--- config.mk ---
export PLATFORM = sky130hd
export DESIGN_NAME = cvxif_copro_responder
export DESIGN_NICKNAME = d
export VERILOG_FILES = /design/src/rtl/cvxif_copro_responder.sv
export SDC_FILE = /design/constraint.sdc
export NUM_CORES = 1
export LEC_CHECK = 0
export ABC_CLOCK_PERIOD_IN_PS = 4850
export BUFFER_PORTS_ARGS = -buffer_cell sky130_fd_sc_hd__buf_2
export CORE_MARGIN = 2
export CORE_UTILIZATION = 50
export DETAILED_ROUTE_END_ITERATION = 16
export PLACE_DENSITY = 0.71
export SYNTH_ARGS = -nofsm -noshare
export SYNTH_HDL_FRONTEND = slang
export SYNTH_SLANG_ARGS = --single-unit
--- constraint.sdc ---
create_clock -name clk_i -period 4.85 [get_ports clk_i]
set_input_delay 0.485 -clock clk_i [delete_from_list [all_inputs] [get_ports clk_i]]
set_output_delay 0.485 -clock clk_i [all_outputs]
set_load 0.02 [all_outputs]
--- src/rtl/cvxif_copro_responder.sv ---
// Single-issue coprocessor responder: ADD/XOR complete at issue, MUL runs a
// shift-add loop; each result waits for its commit and is then offered once.
//
// state       | meaning
// IDLE        | ready for a new instruction
// EXEC        | shift-add multiply, one multiplier bit per cycle
// WAIT_COMMIT | result computed, waiting for the commit of the captured id
// RESP        | result offered until result_ready_i
module cvxif_copro_responder #(
    parameter int XLEN     = 64,
    parameter int ID_WIDTH = 4
) (
    input  logic                clk_i,
    input  logic                rst_i,
    input  logic                issue_valid_i,
    output logic                issue_ready_o,
    input  logic [31:0]         issue_instr_i,
    input  logic [ID_WIDTH-1:0] issue_id_i,
    input  logic [XLEN-1:0]     issue_rs1_i,
    input  logic [XLEN-1:0]     issue_rs2_i,
    output logic                issue_accept_o,
    output logic                issue_writeback_o,
    input  logic                commit_valid_i,
    input  logic [ID_WIDTH-1:0] commit_id_i,
    input  logic                commit_kill_i,
    output logic                result_valid_o,
    input  logic                result_ready_i,
    output logic [ID_WIDTH-1:0] result_id_o,
    output logic [4:0]          result_rd_o,
    output logic [XLEN-1:0]     result_data_o,
    output logic                result_we_o
);
    localparam int CW = (XLEN > 1) ? $clog2(XLEN) : 1;

    typedef enum logic [1:0] {IDLE, EXEC, WAIT_COMMIT, RESP} state_t;

    state_t              state;
    logic [ID_WIDTH-1:0] id_q;
    logic [4:0]          rd_q;
    logic [XLEN-1:0]     data_q;
    logic [XLEN-1:0]     mcand_q;
    logic [XLEN-1:0]     mplr_q;
    logic [CW-1:0]       cnt_q;
    logic                committed_q;

    logic       handshake;
    logic       accepted;
    logic [2:0] funct3;
    logic       commit_hs;
    logic       kill_hs;
    logic       commit_match;
    logic       kill_match;
    logic       unused_instr_bits;

    assign funct3            = issue_instr_i[14:12];
    assign unused_instr_bits = ^issue_instr_i[31:15];

    always_comb begin
        issue_ready_o     = (state == IDLE) && !rst_i;
        handshake         = issue_valid_i && issue_ready_o;
        accepted          = handshake && (issue_instr_i[6:0] == 7'h7B)
                            && (funct3 == 3'b000 || funct3 == 3'b001 || funct3 == 3'b010);
        issue_accept_o    = accepted;
        issue_writeback_o = accepted;
        // Commit notices are matched against the offered id during the handshake
        // and against the captured id afterwards.
        commit_hs    = commit_valid_i && !commit_kill_i && (commit_id_i == issue_id_i);
        kill_hs      = commit_valid_i &&  commit_kill_i && (commit_id_i == issue_id_i);
        commit_match = commit_valid_i && !commit_kill_i && (commit_id_i == id_q);
        kill_match   = commit_valid_i &&  commit_kill_i && (commit_id_i == id_q);
    end

    assign result_valid_o = (state == RESP);
    assign result_we_o    = (state == RESP) && (rd_q != 5'd0);
    assign result_id_o    = id_q;
    assign result_rd_o    = rd_q;
    assign result_data_o  = data_q;

    always_ff @(posedge clk_i) begin
        if (rst_i) begin
            state       <= IDLE;
            id_q        <= '0;
            rd_q        <= '0;
            data_q      <= '0;
            mcand_q     <= '0;
            mplr_q      <= '0;
            cnt_q       <= '0;
            committed_q <= 1'b0;
        end else begin
            case (state)
                IDLE: begin
                    if (accepted && !kill_hs) begin
                        id_q        <= issue_id_i;
                        rd_q        <= issue_instr_i[11:7];
                        committed_q <= commit_hs;
                        case (funct3)
                            3'b000: begin
                                data_q <= issue_rs1_i + issue_rs2_i;
                                state  <= commit_hs ? RESP : WAIT_COMMIT;
                            end
                            3'b001: begin
                                data_q <= issue_rs1_i ^ issue_rs2_i;
                                state  <= commit_hs ? RESP : WAIT_COMMIT;
                            end
                            default: begin
                                data_q  <= '0;
                                mcand_q <= issue_rs1_i;
                                mplr_q  <= issue_rs2_i;
                                cnt_q   <= CW'(XLEN - 1);
                                state   <= EXEC;
                            end
                        endcase
                    end
                end
                EXEC: begin
                    if (kill_match) begin
                        state <= IDLE;
                    end else begin
                        if (mplr_q[0]) data_q <= data_q + mcand_q;
                        mcand_q <= mcand_q << 1;
                        mplr_q  <= mplr_q >> 1;
                        if (commit_match) committed_q <= 1'b1;
                        if (cnt_q == '0)
                            state <= (committed_q || commit_match) ? RESP : WAIT_COMMIT;
                        else
                            cnt_q <= cnt_q - 1'b1;
                    end
                end
                WAIT_COMMIT: begin
                    if (kill_match) begin
                        state <= IDLE;
                    end else if (commit_match || committed_q) begin
                        committed_q <= 1'b1;
                        state       <= RESP;
                    end
                end
                RESP: begin
                    if (result_ready_i) state <= IDLE;
                end
                default: state <= IDLE;
            endcase
        end
    end
endmodule
### Yosys cells after proc, flatten, opt, wreduce, memory -nomap -nowiden

Cells that the tools add are included.

* muxes and demuxes: 34
* equal/unequal tests: 19
* add/subtract/negate cells: 3
* reduce and logical (&&, ||, !) cells: 31
* bitwise gates (word level): 1

Operators by type and width (count)
* $mux W64: 9
* $pmux W64 S2: 4
* $add A64 B64 Y64: 2
* $xor A64 B64 Y64: 1
* $mux W6: 4
* $mux W2: 7
* $ne A2 B2 Y1 const B: 7
* $logic_and A1 B1 Y1: 12
* $pmux W6 S2: 1
* $reduce_and A4 Y1: 3
* $eq A4 B4 Y1: 2
* $pmux W2 S4: 1
* $eq A7 B7 Y1 const B: 1
* $mux W1: 7
* $logic_not A6 Y1: 1
* $ne A3 B3 Y1 const B: 2
* $reduce_and A6 Y1: 1
* $sub A6 B1 Y6 const B: 1
* $reduce_and A5 Y1: 1
* $reduce_bool A5 Y1: 1
* $eq A2 B2 Y1 const B: 2
* $ne A2 B1 Y1 const B: 2
* $eq A3 B1 Y1 const B: 1
* $eq A3 B2 Y1 const B: 1
* 10 further kinds: 14

* output and inout bits: 78
* logic and storage cells: 96
* register bits: 210
* input bits: 174

### Depth between registers and ports, before layout

* word-level depth: 8
* mapped depth: 14
* mapped depth without buffers: 13

### Worst setup path before layout

Ideal clock, no wire load.

* kind: flip-flop to flip-flop
* from: register data_q[0] (netlist: result_data_o[0])
* to: register data_q[56] (netlist: result_data_o[56])
* path buffers: 0
* slack: 1453 ps
* data arrival time: 3277 ps
* required time: 4730 ps
* stages on the path, launching flop included: 14
* clock period less this slack: 3397 ps
* library setup time: 120 ps
* path through: dfxtp_1 > ha_1 > inv_1 > fa_1 > nand2b_1 > a21oi_1 > o211ai_1 > a2111oi_2 > o21ai_2 > o31a_1 > o21ai_1 > a21boi_0 > xnor2_1 > a211o_1

* word-level cells in the longest chain between the ends: 4

Ends and longest elaborated chain
* from (decl): line 40 `logic [XLEN-1:0] data_q;`
* from (signal assigned): line 98 `data_q <= issue_rs1_i + issue_rs2_i;`
* from (signal assigned): line 102 `data_q <= issue_rs1_i ^ issue_rs2_i;`
* from (signal assigned): line 119 `if (mplr_q[0]) data_q <= data_q + mcand_q;`
* $add A64 B64 Y64: line 119
* $mux W64: line 119
* $mux W64: line 116 `if (kill_match) begin`
* $pmux W64 S2: line 90 `case (state)`

No other way between the ends. The select of a mux whose other input is x is not followed.
A chain may end at the register's enable or synchronous reset.

### Worst setup path after layout

* from: register mcand_q[0]
* to: register data_q[56] (netlist: result_data_o[56])

* word-level cells in the longest chain between the ends: 4

Ends and longest elaborated chain
* from (decl): line 41 `logic [XLEN-1:0] mcand_q;`
* from (signal assigned): line 107 `mcand_q <= issue_rs1_i;`
* from (signal assigned): line 120 `mcand_q <= mcand_q << 1;`
* $add A64 B64 Y64: line 119
* $mux W64: line 119
* $mux W64: line 116
* $pmux W64 S2: line 90

No other way between the ends. The select of a mux whose other input is x is not followed.

==> reports/metrics.json <==
{
  "status": "complete, no violations",
  "post-synth-top-area-cell": "sky130_fd_sc_hd__dfxtp_1",
  "htree_num_levels": 1,
  "power.leakage_uw": 0.00784,
  "syn_to_final_growth_pct": 13.2,
  "placementRows": 67,
  "path_max_fanout": 6,
  "startpoint_type": "flop",
  "fillers": 3174,
  "p_sw_frac": 0.429,
  "setup_ws_ns": 0.930,
  "grt_setup_unrepaired": "false",
  "ios": 252,
  "drt-wirelength-per-cell_um": 19.5,
  "synth.yosys.seq_area_share": 0.245,
  "synth-edff-count": 0,
  "hold_class": "input pin to flop",
  "drt_first_iter_violations": 1412,
  "critPathSlowestCell": "sky130_fd_sc_hd__a2111oi_2",
  "synthesis.instances": 2228,
  "pwr-share-seq": 0.291,
  "final-max-slew-violation-count": 0,
  "finalHoldViolations": 0,
  "floorplan.die.height_um": 189,
  "timing.final.crit_share": 0.808,
  "drtAntennaViolNets": 0,
  "maximum_number_of_pins_on_one_net_before_global_route_repair": 143,
  "route.met2.wl_um": 24000,
  "worst_path_dominant_cell_family": "compound AO/OA/AOI/OAI gates",
  "slew_headroom": 0.183,
  "critical_path.n_buffers_inverters": 1,
  "cell_internal_pwr_uw": 5000,
  "clock_sink_count": 210,
  "grt_overflow_total": 0,
  "instances_no_fill": 2825,
  "cp.required_ns": 5.28,
  "cts_setup_buffers": 0,
  "die_area_sq_um": 35800,
  "post_route_cells_drive_above_1_share": 0.138,
  "timing.max_cap.violations": 0,
  "final.hold.worst_slack_ns": 0.189,
  "n_antenna_cell": 0,
  "finalCoreUtilization": 0.577,
  "max_slew.worst_pin.slew_ns": 1.22,
  "pwr-share-comb": 0.469,
  "grt_pass1_vias": 16600,
  "worstPathCellList": "ha_1 > inv_1 > fa_1 > nand2b_1 > a21oi_1 > o211ai_1 > a2111oi_2 > o21ai_2 > o31a_1 > o21ai_1 > a21boi_0 > xnor2_1 > a211o_1",
  "cts_root_buf": "sky130_fd_sc_hd__clkbuf_16",
  "max_clock_freq_ghz": 0.255,
  "clock_path_buffers": 3,
  "yosys_register_bits": 210,
  "skew_final_ns": 0.0219,
  "synth.cell_area_sq_um": 17100,
  "cts_tree": "yes",
  "dp_hpwl_um": 41600,
  "asyncSetResetFlopFracSynth": 0,
  "ir_drop_uv": 472,
  "average_size_of_a_mapped_cell_sq_um": 7.69,
  "synth_largest_type_area_fraction": 0.245,
  "wl_met1_um": 25100,
  "syn-num-nets": 2536,
  "placed_cells": 2776,
  "netlist-cell-type-count": 82,
  "critical_path.endpoint_type": "flop",
  "finish.net_count": 2665,
  "remaining_drc_errors": 0,
  "detailroute.wirelength.met3_um": 4260,
  "grt_antenna_before_repair": 0,
  "cts_inserted_buffers": 27,
  "cts_hold_buffers": 0,
  "route.final.wire_length_um": 55100,
  "viasPerCell": 6.22,
  "port_buffers": 234,
  "groute.usage.overall": 0.297,
  "cts_resized": 0,
  "worstSetupPathType": "flop to flop",
  "worst_skew_pair.late_latency_ns": 0.56,
  "clkPwrFrac": 0.240,
  "pre_cts_slack_ns": 0.960,
  "most_common_library_cell_in_the_layout_ignoring_fill_and_taps": "sky130_fd_sc_hd__nor2_1",
  "finalWeightedCongestion": 0.941,
  "grt_first_pass_wirelength_um": 87000,
  "dr.max_layer_used": "met4",
  "critical-path-max-stage-delay_ns": 0.49,
  "timing.critical_path.arrival_ns": 4.35,
  "postSynth.topFlopCell": "sky130_fd_sc_hd__dfxtp_1",
  "die_width_um": 189,
  "power_density_nw_per_um2": 451,
  "total_switching_power_uw": 3760,
  "yosysWarnings": 0,
  "finalWorstPathRequiredPeriod_ns": 3.92,
  "layout.cells.most_common_list": "291 x sky130_fd_sc_hd__nor2_1, 233 x sky130_fd_sc_hd__buf_2, 210 x sky130_fd_sc_hd__dfxtp_1, 204 x sky130_fd_sc_hd__a21oi_1, 166 x sky130_fd_sc_hd__a211oi_1",
  "drtPass1Iterations": 6,
  "worst_setup_hold_path_clk_slew_ns": 0.06,
  "placeableCoreArea_sq_um": 33600,
  "via_count": 17600,
  "timing.final.setup_violations": 0,
  "start_util": 0.510,
  "synth.area.top_cells": "sky130_fd_sc_hd__dfxtp_1 25%, sky130_fd_sc_hd__ha_1 9.6%, sky130_fd_sc_hd__mux2i_1 8.1%, sky130_fd_sc_hd__a211oi_1 7.3%, sky130_fd_sc_hd__nor2_1 6.4%",
  "setup_total_negative_slack_ns": 0
}
[flip-flops by register name (all words and copies together) (netlist names)]
name           flops
result_data_o     64
state              2
cnt_q              6
committed_q        1
mplr_q            64
mcand_q           64
result_rd_o        5
result_id_o        4
[worst reg2reg max path, stage by stage, from the launching register on]
cell                        delay (ns)
sky130_fd_sc_hd__dfxtp_1          0.37
sky130_fd_sc_hd__ha_1             0.22
sky130_fd_sc_hd__inv_1            0.07
sky130_fd_sc_hd__fa_1             0.39
sky130_fd_sc_hd__nand2b_1         0.18
sky130_fd_sc_hd__a21oi_1          0.23
sky130_fd_sc_hd__o211ai_1         0.21
sky130_fd_sc_hd__a2111oi_2        0.49
sky130_fd_sc_hd__o21ai_2          0.26
sky130_fd_sc_hd__o31a_1           0.41
sky130_fd_sc_hd__o21ai_1          0.36
sky130_fd_sc_hd__a21boi_0         0.19
sky130_fd_sc_hd__xnor2_1          0.16
sky130_fd_sc_hd__a211o_1          0.28
[cells in the mapped netlist, drive strengths merged (16+ instances only)]
master	number
a21o	43
nor2	292
buf	42
a221oi	23
o21bai	19
a211oi	167
xnor2	71
o211ai	21
a22oi	21
nand3	32
o21ai	131
xor2	50
dfxtp	210
a31oi	19
clkbuf	114
a21oi	204
nor3	58
ha	132
nand2	152
nand2b	16
nand4	41
inv	53
mux2i	139
[cell type report]
cell class                      instances  area (sq um)  area share
Clock buffer                           37           753      0.0388
Clock inverter                         12           168     0.00865
Inverter                               53           199      0.0103
Timing Repair Buffer                  256          1380      0.0712
Tap cell                              448           561      0.0289
Multi-Input combinational cell       1809         12100       0.625
Sequential cell                       210          4200       0.217
[layer usage]
layer  vias to the layer above  global-route usage
li1                       8540                   -
met1                      8230               0.417
met2                       683               0.472
met3                       106              0.0415
met4                         0              0.0910
met5                         -                   0
[path summary, 6_finish.rpt]
check	from	end	slack, ns	depth (start not counted)
setup / recovery	mcand_q[0]	result_data_o[56]	0.93	13
hold reg to reg	mplr_q[63]	mplr_q[63]	0.49	2
hold / removal	issue_instr_i[10]	result_rd_o[3]	0.19	3
setup reg to reg	mcand_q[0]	result_data_o[56]	0.93	13
[cells by family (layout without fill, tap and decap cells)]
kind of cell               after synthesis  after routing  share of synthesized area
adders and majority gates              134            134                     0.0987
muxes                                  139            139                     0.0812
buffers and inverters                  209            358                     0.0488
AOI/OAI and AO/OA                      748            748                      0.289
and+or+nand+nor                        667            667                      0.176
DFF                                    210            210                      0.245
xor gates and xnor gates               121            121                     0.0618
[stage by stage]
step / cell area (sq um) / power, uW
2_1_floorplan: 17100 / 5530
5_1_grt: 19400 / 9330
4_1_cts: 19400 / 8710
3_5_place_dp: 18500 / 6590
3_3_place_gp: 18500 / 6480
6_report: 19400 / 8760
[power by group through the flow]
stage                     sequential, uW  clock [uW]  combinational [uW]
final                               2550        2100                4100
after CTS                           2540        2130                4050
after global routing                2590        2200                4540
after detailed placement            2570           0                4020
after floorplan                     2550           0                2990
after global placement              2550           0                3930
(Power assumes the default switching activity.)
